<file path="config.mk">
export PLATFORM = sky130hd
export DESIGN_NAME = bram_2048x8_arb
export DESIGN_NICKNAME = d
export VERILOG_FILES = /design/src/rtl/bram_2048x8_arb.sv
export SDC_FILE = /design/constraint.sdc
export NUM_CORES = 1
export LEC_CHECK = 0
export CAP_MARGIN = 20
export CORE_UTILIZATION = 35
export DETAILED_ROUTE_END_ITERATION = 12
export DONT_BUFFER_PORTS = 1
export HOLD_SLACK_MARGIN = 0.05
export PLACE_DENSITY = 0.58
export SKIP_LAST_GASP = 1
export SYNTH_ARGS = -nofsm -noshare
export SYNTH_HDL_FRONTEND = slang
export SYNTH_SLANG_ARGS = --single-unit
</file>
<file path="constraint.sdc">
create_clock -name i_clk -period 4.6 [get_ports i_clk]
set_input_delay 0.92 -clock i_clk [delete_from_list [all_inputs] [get_ports i_clk]]
set_output_delay 0.92 -clock i_clk [all_outputs]
set_load 0.02 [all_outputs]
</file>
<file path="src/rtl/bram_2048x8_arb.sv">
// Two-port arbiter for a shared 2048x8 BRAM: grants up to two requesters per cycle and routes read data back.
// Optional feature macro BRAM_ARB_RR_EN: round-robin scan from a rotating pointer (default: fixed priority, index 0 highest).
module bram_2048x8_arb #(
    parameter int NREQ = 4
) (
    input  logic               i_clk,
    input  logic               i_rst,
    input  logic [NREQ-1:0]    i_req,
    input  logic [NREQ-1:0]    i_we,
    input  logic [NREQ*11-1:0] i_a,
    input  logic [NREQ*8-1:0]  i_d,
    output logic [NREQ-1:0]    o_gnt,
    output logic [NREQ-1:0]    o_rvalid,
    output logic [NREQ*8-1:0]  o_rdata,
    output logic [10:0]        o_mem_a0,
    output logic [10:0]        o_mem_a1,
    output logic [7:0]         o_mem_d0,
    output logic [7:0]         o_mem_d1,
    output logic               o_mem_we0,
    output logic               o_mem_we1,
    output logic [7:0]         o_mem_wem0,
    output logic [7:0]         o_mem_wem1,
    output logic               o_mem_ce0,
    output logic               o_mem_ce1,
    input  logic [7:0]         i_mem_q0,
    input  logic [7:0]         i_mem_q1
);
    localparam int AW     = 11;
    localparam int DATA_W = 8;
    localparam int IW     = $clog2(NREQ);

    logic [AW-1:0]     w_a_arr [NREQ];
    logic [DATA_W-1:0] w_d_arr [NREQ];

    genvar g;
    generate
        for (g = 0; g < NREQ; g++) begin : g_unpack
            assign w_a_arr[g] = i_a[g*AW +: AW];
            assign w_d_arr[g] = i_d[g*DATA_W +: DATA_W];
        end
    endgenerate

    logic [IW-1:0] w_start;
    logic [IW-1:0] w_w0;
    logic [IW-1:0] w_w1;
    logic          w_w0_vld;
    logic          w_w1_vld;
    logic          w_same_addr;
    logic          w_any_wr;
    logic          w_g0;
    logic          w_g1;

`ifdef BRAM_ARB_RR_EN
    logic [IW-1:0] r_ptr;
    logic [IW-1:0] w_last;
    logic [IW-1:0] w_ptr_nxt;
    assign w_start = r_ptr;
`else
    assign w_start = '0;
`endif

    // Stage p0: combinational scan picks the first two requesters in wrap-around order
    always_comb begin
        int            v_sum;
        logic [IW-1:0] v_idx;
        w_w0     = '0;
        w_w1     = '0;
        w_w0_vld = 1'b0;
        w_w1_vld = 1'b0;
        for (int k = 0; k < NREQ; k++) begin
            v_sum = int'(w_start) + k;
            if (v_sum >= NREQ) v_sum = v_sum - NREQ;
            v_idx = IW'(v_sum);
            if (i_req[v_idx]) begin
                if (!w_w0_vld) begin
                    w_w0_vld = 1'b1;
                    w_w0     = v_idx;
                end else if (!w_w1_vld) begin
                    w_w1_vld = 1'b1;
                    w_w1     = v_idx;
                end
            end
        end
    end

    // Port 1 backs off when it would touch the same word as port 0 and either side writes
    assign w_same_addr = (w_a_arr[w_w0] == w_a_arr[w_w1]);
    assign w_any_wr    = i_we[w_w0] | i_we[w_w1];
    assign w_g0        = w_w0_vld & ~i_rst;
    assign w_g1        = w_w1_vld & ~(w_same_addr & w_any_wr) & ~i_rst;

    always_comb begin
        o_gnt = '0;
        for (int i = 0; i < NREQ; i++) begin
            o_gnt[i] = (w_g0 && (w_w0 == IW'(i))) || (w_g1 && (w_w1 == IW'(i)));
        end
    end

    assign o_mem_ce0  = w_g0;
    assign o_mem_we0  = w_g0 & i_we[w_w0];
    assign o_mem_a0   = w_g0 ? w_a_arr[w_w0] : '0;
    assign o_mem_d0   = w_g0 ? w_d_arr[w_w0] : '0;
    assign o_mem_wem0 = 8'hFF;

    assign o_mem_ce1  = w_g1;
    assign o_mem_we1  = w_g1 & i_we[w_w1];
    assign o_mem_a1   = w_g1 ? w_a_arr[w_w1] : '0;
    assign o_mem_d1   = w_g1 ? w_d_arr[w_w1] : '0;
    assign o_mem_wem1 = 8'hFF;

`ifdef BRAM_ARB_RR_EN
    always_comb begin
        w_last    = w_g1 ? w_w1 : w_w0;
        w_ptr_nxt = (w_last == IW'(NREQ - 1)) ? '0 : w_last + 1'b1;
    end

    always_ff @(posedge i_clk or posedge i_rst) begin
        if (i_rst) begin
            r_ptr <= '0;
        end else if (w_g0) begin
            r_ptr <= w_ptr_nxt;
        end
    end
`endif

    // Stage p1: read tags remember who owns each port's data on the following cycle
    logic          r_vld0_p1;
    logic          r_vld1_p1;
    logic [IW-1:0] r_idx0_p1;
    logic [IW-1:0] r_idx1_p1;

    always_ff @(posedge i_clk or posedge i_rst) begin
        if (i_rst) begin
            r_vld0_p1 <= 1'b0;
            r_vld1_p1 <= 1'b0;
            r_idx0_p1 <= '0;
            r_idx1_p1 <= '0;
        end else begin
            r_vld0_p1 <= w_g0 & ~i_we[w_w0];
            r_vld1_p1 <= w_g1 & ~i_we[w_w1];
            r_idx0_p1 <= w_w0;
            r_idx1_p1 <= w_w1;
        end
    end

    always_comb begin
        o_rvalid = '0;
        o_rdata  = '0;
        for (int i = 0; i < NREQ; i++) begin
            if (r_vld0_p1 && (r_idx0_p1 == IW'(i))) begin
                o_rvalid[i]                  = 1'b1;
                o_rdata[i*DATA_W +: DATA_W]  = i_mem_q0;
            end else if (r_vld1_p1 && (r_idx1_p1 == IW'(i))) begin
                o_rvalid[i]                  = 1'b1;
                o_rdata[i*DATA_W +: DATA_W]  = i_mem_q1;
            end
        end
    end

endmodule

</file>
# Word-level counts from Yosys, hierarchy flattened

Cells that the tools add are included.

Register bits after elaboration: 6
Bits of input ports: 102
Logic and storage cells: 120

$lt $le $gt $ge: 4
Eq/ne operators: 13
Multiplexer cells: 60
Bitwise operators: 15
Reduce and logical (&&, ||, !) cells: 24

Operators by type and width:

| cell                                                | number |
|---|---|
| two-way mux 8 bit                                   | 14 |
| two-way mux 11 bit                                  | 6 |
| binary-select mux 11 bit (select 2 bit)             | 2 |
| binary-select mux 8 bit (select 2 bit)              | 2 |
| two-way mux 2 bit                                   | 12 |
| two-way mux 1 bit                                   | 22 |
| equality test 2 bit, second input constant          | 8 |
| logical AND 1 bit                                   | 16 |
| equality test 11 bit                                | 1 |
| AND 1 bit                                           | 8 |
| equality test 2 x 1 -> 1 bit, second input constant | 4 |
| logical NOT 2 bit                                   | 4 |
| >= comparator 3 bit, second input constant          | 2 |
| < comparator 2 x 3 -> 1 bit, second input constant  | 2 |
| NOT 2 -> 3 bit                                      | 2 |
| binary-select mux 1 bit (select 2 bit)              | 2 |
| logical OR 1 bit                                    | 4 |
| NOT 1 bit                                           | 4 |
| bitwise OR 1 bit                                    | 1 |

# Longest topological paths before layout

Gate-level depths: netlist of the first run.

Word-level depth: 20
Gate-level depth with buffers: 13
Depth with buffers taken out: 10

# Worst setup path before layout of the first run

OpenSTA, ideal clock, no wires.

Path type: in2out
From: input port i_req[0]
To: output port o_gnt[2]
Data arrival time: 3230 ps
Required time: 3680 ps
Path slack: 450 ps
Stages: 12
Path buffers: 3
Cell sequence: inv_1 > ha_1 > buf_6 > and3_1 > clkbuf_1 > or2_2 > clkbuf_1 > a211o_1 > xor2_1 > nand4_1 > nor3_4 > o32ai_1

Longest elaborated chain between the ends: 20
Elaborated cells on any way between the ends: 48
Classes of those cells: eq/ne: 3; mux: 34; bitwise: 8; reduce/logical: 3

RTL lines:

| element                                                | RTL line | source |
|---|---|---|
| start, declared                                        | 8        | `input logic [NREQ-1:0] i_req,` |
| two-way mux 1 bit *                                    | 74       | `if (i_req[v_idx]) begin` |
| two-way mux 1 bit                                      | 75       | `if (!w_w0_vld) begin` |
| two-way mux 2 bit or two-way mux 1 bit (tied branches) | 74       |  |
| two-way mux 2 bit                                      | 78       | `end else if (!w_w1_vld) begin` |
| two-way mux 2 bit                                      | 75       |  |
| two-way mux 2 bit                                      | 74       |  |
| two-way mux 2 bit                                      | 78       |  |
| two-way mux 2 bit                                      | 75       |  |
| [... 2 more ...]                                       | -        |  |
| binary-select mux 11 bit (select 2 bit)                | 87       | `assign w_same_addr = (w_a_arr[w_w0] == w_a_arr[w_w1]);` |
| two-way mux 11 bit (not written as such) (2 in a row)  | 87       |  |
| equality test 11 bit                                   | 87       |  |
| AND 1 bit                                              | 90       | `assign w_g1 = w_w1_vld & ~(w_same_addr & w_any_wr) & ~i_rst;` |
| NOT 1 bit                                              | 90       |  |
| AND 1 bit (2 in a row)                                 | 90       |  |
| logical AND 1 bit                                      | 95       | `o_gnt[i] = (w_g0 && (w_w0 == IW'(i))) \|\| (w_g1 && (w_w1 == IW'(i)));` |
| logical OR 1 bit *                                     | 95       |  |
| end, declared                                          | 12       | `output logic [NREQ-1:0] o_gnt,` |

Mark *: on every way between the ends. The rest lies on a longest branch, timed or not. The select of a mux whose other input is x is not followed.

# Worst setup path after layout of the first run

From: input port i_req[0]
To: output port o_mem_we1

Longest elaborated chain between the ends: 19
Elaborated cells on any way between the ends: 42
Classes of those cells: eq/ne: 1; mux: 33; bitwise: 8

RTL lines:

| element                                                | RTL line | source |
|---|---|---|
| two-way mux 1 bit *                                    | 74       |  |
| two-way mux 1 bit                                      | 75       |  |
| two-way mux 2 bit or two-way mux 1 bit (tied branches) | 74       |  |
| two-way mux 2 bit                                      | 78       |  |
| two-way mux 2 bit                                      | 75       |  |
| two-way mux 2 bit                                      | 74       |  |
| two-way mux 2 bit                                      | 78       |  |
| two-way mux 2 bit                                      | 75       |  |
| two-way mux 2 bit                                      | 74       |  |
| NOT 2 -> 3 bit (not written as such)                   | 87       |  |
| binary-select mux 11 bit (select 2 bit)                | 87       |  |
| two-way mux 11 bit (not written as such) (2 in a row)  | 87       |  |
| equality test 11 bit                                   | 87       |  |
| AND 1 bit                                              | 90       |  |
| NOT 1 bit                                              | 90       |  |
| AND 1 bit (2 in a row)                                 | 90       |  |
| AND 1 bit *                                            | 106      | `assign o_mem_we1 = w_g1 & i_we[w_w1];` |
| end, declared                                          | 20       | `output logic o_mem_we1,` |

Marks and branches as above.

==> flow_summary.toml, run 1 <==
[outcome]
outcome = "finished, final reports clean"

[flow_run]
cap_violations = 0

[placement]
place_congestion = 0.920
io_buffers = 0
place_area_sq_mm = 0.00297
numPlacedInstances = 485
dp_hpwl_um = 8480

[timing]
layout_worst_path_cycle_share_pct = 99.0
worst_pin_slew_ps = 1040
fmax_mhz = 220
fin_crit_ps = 4550
setup_viol = 0
hold_viol = 0
slew_viol_final = 0
worst_slew_margin_rel_pct = 30.0
rsz0062_at_grt = "true"
setup_tns_ps = 0

[cells_and_area]
diodes = 0
nFillCells = 796
fin_util_pct = 41.7
fin_cells = 491
area_growth_pct = 13.2
design_area_sq_mm = 0.00308
nNetsFinal = 500
drive_above_1_share_pct = 24.0

[global_routing]
grt_pass1_vias = 3083
grt_use_total_pct = 25.4
grt_max_degree = 48
grt_pass1_wl_um = 16800
grt-ovfl-total = 0
antenna_found_initial = 0

[die]
io_pins = 200
dieArea_sq_mm = 0.00812
core_sq_mm = 0.00737
start_util_pct = 36.9
rows = 31
die_width_um = 90.1
die_height_um = 90.1

[synth]
synth_seq_cells = 6
avgSynthCellArea_sq_um = 7.31
netlist_area_sq_mm = 0.00272
ys_types = 52
synth-main-ff-cell = "dfrtp_1"
synth_cells = 372
synth_seq_area_share_pct = 5.52
yosys_warnings = 0
ys_async_sr_fraction_pct = 100
synth_edf_count = 0

[drt]
dr_wl_met3_um = 950
antenna_left = 0
route.met2.wl_um = 5750
routed.top_layer = "met4"
wl_per_cell_um = 23.2
avgViaCountPerCell = 6.73
vias = 3303
drt-initial-drc-count = 193
drt-total-wl_um = 11400
drt_first_pass_iters = 5
drt-met1-wl_um = 4420
drc = 0

[pwr]
p_total_mw = 0.539
power.density_mw_per_mm2 = 175
power.leakage_nw = 1.27
ir_drop_mv = 0.0705

[critical_path]
cp.arrival_ps = 3630
crit_fanout = 23
slowest_stage = "a2111oi_0"
cp_cell_sequence = "inv_1 -> ha_1 -> a21o_4 -> a2111oi_0 -> nor4_2 -> xor2_1 -> o2111ai_2 -> nor3_4 -> buf_4 -> nor3b_1 -> buf_4"
crit_path_end_kind = "output port"
crit_family = "compound AO/OA/AOI/OAI gates"
critPathBufInv = 3
max_stage_delay_ps = 660
cpMostUsedCell = "buf_4"
cp_data_required_time_ps = 3680
crit_type = "in2out"
startpoint_type = "primary input"

[clocking]
cts-root-buf = "clkbuf_8"
cts_tree = "done"
hold_buffers = 0
clk_pin_slew_ps = 30
clock-sinks = 6
cts_buffer_depth = 2
cts_made_buffers = 3
htree_levels = 1

[hold_path]
worstHoldPathType = "in2async"
flip-flops by register name, summed over array words and instances (netlist names):
signal,flops
r_idx0_p1,2
r_idx1_p1,2
r_vld0_p1,1
r_vld1_p1,1
stage by stage:
stage | worst slack, ps | hold slack, ps
2_1_floorplan | 450 | 728
3_3_place_gp | 64.6 | 788
3_5_place_dp | -10.7 | 795
4_1_cts | 55.6 | 564
5_1_grt | -88.0 | 577
6_report | 45.6 | 556
cells in the final DEF (no fill, tap or decap), drive strengths merged, types with 6 or more instances in the layout:
| master | n |
|---|---|
| a21oi | 10 |
| a211oi | 17 |
| or3 | 9 |
| a211o | 6 |
| nand2b | 14 |
| mux2i | 14 |
| conb | 16 |
| inv | 13 |
| xor2 | 11 |
| nor3 | 14 |
| buf | 54 |
| o22ai | 27 |
| nor3b | 14 |
| nor2 | 32 |
| dfrtp | 6 |
| a22o | 32 |
| a2111oi | 11 |
| o221ai | 7 |
| o221a | 8 |
| nor2b | 6 |
| nor4 | 16 |
| nand2 | 14 |
kinds of logic after synthesis:
family          synth area share, %
compound gates                 40.4
xor+xnor                       3.54
fa+ha+maj                      1.84
buf+inv                        13.9
flops                          5.52
mux                            5.15
other cells                   0.138
simple gates                   29.5
what timing repair did:
action | 4_1_cts | 5_1_grt
pin swaps | 0 | 3
gates resized for setup | 1 | 7
buffers inserted | 0 | 3
endpoints found under the setup margin | 3 | 16
layout make-up:
type | instances | area (sq um) | area share (%)
inverters | 13 | 48.8 | 1.59
well taps | 99 | 124 | 4.03
flip-flops and latches | 6 | 150 | 4.88
multi-input cells | 316 | 2300 | 74.9
clock buffers | 3 | 41.3 | 1.34
repair buffers | 54 | 409 | 13.3
synth_stat cells, drive strengths merged, types with 2 or more instances:
cell type | n | area [sq um]
a2111oi | 11 | 96.3
and3b | 2 | 17.5
nor2b | 6 | 37.5
a21oi | 10 | 50.1
a211o | 6 | 52.6
o21ai | 5 | 28.8
nor2 | 32 | 120
buf | 39 | 282
nor3b | 14 | 160
nand2 | 14 | 52.6
mux2i | 14 | 140
nor3 | 14 | 81.3
and3 | 2 | 12.5
nand3 | 3 | 15.0
o221ai | 7 | 61.3
o32ai | 2 | 17.5
a22o | 32 | 280
inv | 13 | 48.8
ha | 4 | 50.1
or3 | 9 | 56.3
xor2 | 11 | 96.3
a211oi | 17 | 128
o31ai | 3 | 22.5
nand4 | 2 | 12.5
o22ai | 27 | 169
dfrtp | 6 | 150
nand2b | 14 | 87.6
o221a | 8 | 90.1
clkbuf | 13 | 48.8
nor4 | 16 | 100
or2 | 2 | 12.5
where the power goes:
part	switching, mW	internal [mW]
registers	0.00420	0.0576
logic	0.252	0.150
clock network	0.0194	0.0559
total	0.276	0.263
worst paths after layout:
kind	to	from	slack (ps)	depth (start not counted)
setup / recovery	o_mem_we1	i_req[0]	50	11
max in group asynchronous	r_idx1_p1[1]	i_rst	3790	1
hold / removal	r_idx0_p1[1]	i_rst	560	1
min in group i_clk	r_idx1_p1[1]	i_req[2]	940	2
routing by layer:
metal / GRT usage (%) / vias to the layer above
met5: 0 / -
met4: 7.66 / 0
met3: 4.57 / 30
met2: 45.9 / 230
met1: 30.2 / 1574
li1: - / 1469
Power figures use the tool's default switching activity.
==> run 2: changes to the inputs <==
--- a/config.mk
+++ b/config.mk
@@ -10,7 +10,7 @@
 export DETAILED_ROUTE_END_ITERATION = 12
 export DONT_BUFFER_PORTS = 1
 export HOLD_SLACK_MARGIN = 0.05
-export PLACE_DENSITY = 0.58
+export PLACE_DENSITY = 0.47
 export SKIP_LAST_GASP = 1
 export SYNTH_ARGS = -nofsm -noshare
 export SYNTH_HDL_FRONTEND = slang
==> flow_summary.toml, run 2 (synthesis results as in run 1) <==
[global_routing]
grt_pass1_vias = 3195
grt_pass1_wl_um = 16900
grt-ovfl-total = 0
grt_max_degree = 48
grt_use_total_pct = 25.3
antenna_found_initial = 0

[cells_and_area]
nFillCells = 778
top_regs = "r_idx0_p1 (2), r_idx1_p1 (2)"
layout_commonest_cell = "buf_4"
diodes = 0
final_cell_mix = "47 x buf_4, 32 x nor2_1, 32 x a22o_1"
drive_above_1_share_pct = 22.2
area_growth_pct = 12.2
nNetsFinal = 496

[die]
dieArea_sq_mm = 0.00812
start_util_pct = 36.9
die_height_um = 90.1
rows = 31
core_sq_mm = 0.00737
die_width_um = 90.1
io_pins = 200

[critical_path]
crit_path_end_kind = "output port"
cp_data_required_time_ps = 3680
cp.arrival_ps = 3540
crit_type = "in2out"
slowest_stage = "nor4_1"
max_stage_delay_ps = 500
cpMostUsedCell = "buf_12"
critPathBufInv = 4
crit_fanout = 17
cp_cell_sequence = "inv_1 -> ha_1 -> a22oi_4 -> buf_12 -> o22ai_1 -> nor4_1 -> xor2_1 -> nand4_1 -> nor3_4 -> buf_12 -> o32ai_1 -> buf_4"
crit_family = "simple AND/OR/NAND/NOR gates"
startpoint_type = "primary input"

[outcome]
outcome = "finished, final reports clean"

[timing]
setup_viol = 0
layout_worst_path_cycle_share_pct = 96.9
hold_viol = 0
worst_slew_margin_rel_pct = 34.5
slew_viol_final = 0
fin_crit_ps = 4460
fmax_mhz = 224
setup_tns_ps = 0
rsz0062_at_grt = "false"
worst_pin_slew_ps = 975

[drt]
routed.top_layer = "met4"
avgViaCountPerCell = 6.45
wl_per_cell_um = 22.2
antenna_left = 0
drt-met1-wl_um = 4460
drt_first_pass_iters = 4
dr_wl_met3_um = 1040
drt-total-wl_um = 10800
drt-initial-drc-count = 178
route.met2.wl_um = 5280
vias = 3141
drc = 0

[placement]
dp_hpwl_um = 8000
place_congestion = 0.853
io_buffers = 0

[clocking]
cts_made_buffers = 3
cts_tree = "done"
clock-sinks = 6
hold_buffers = 0
cts-root-buf = "clkbuf_8"
clk_pin_slew_ps = 30
cts_buffer_depth = 2
htree_levels = 1

[hold_path]
worstHoldPathType = "in2async"

[pwr]
ir_drop_mv = 0.0823
power.density_mw_per_mm2 = 175
p_total_mw = 0.534
power.leakage_nw = 1.25

[flow_run]
cap_violations = 0
run 2: per-layer routing:
metal,up-vias,GRT usage (%)
met1,1505,31.4
met2,167,44.1
met5,-,0
li1,1464,-
met3,5,6.85
met4,0,4.17
run 2: final timing paths:
| path | startpoint | end | slack (ps) | cells past startpoint |
|---|---|---|---|---|
| max in group asynchronous | i_rst | r_vld1_p1 | 3790 | 1 |
| min | i_rst | r_vld0_p1 | 560 | 1 |
| max | i_req[0] | o_gnt[2] | 140 | 12 |
| min in group i_clk | i_req[2] | r_idx1_p1[1] | 920 | 2 |
run 2: power by group:
part	leakage (nW)	switching [mW]	total [mW]	internal [mW]
logic	1.15	0.249	0.398	0.149
registers	0.0759	0.00397	0.0616	0.0576
clock network	0.0216	0.0192	0.0751	0.0559
run 2: cell type report:
type | count | area [sq um] | share of cell area (%)
Multi-Input combinational cell | 316 | 2270 | 74.5
Timing Repair Buffer | 50 | 413 | 13.5
Sequential cell | 6 | 150 | 4.92
Tap cell | 99 | 124 | 4.06
Inverter | 13 | 48.8 | 1.60
Clock buffer | 3 | 41.3 | 1.35
run 2: stage by stage:
step	area, sq um	instances	utilization, %	hold slack [ps]	setup WS (ps)
2_1_floorplan	2780	387	-	728	450
3_3_place_gp	2980	483	40.4	789	5.22
3_5_place_dp	2980	483	40.4	793	35.8
4_1_cts	3020	486	40.9	566	22.8
5_1_grt	3050	487	41.4	572	10.2
6_report	3050	487	41.4	559	141
run 2: timing repair:
action,CTS,global route
setup buffers,0,1
endpoints found under the setup margin,0,19
gates resized for setup,0,4
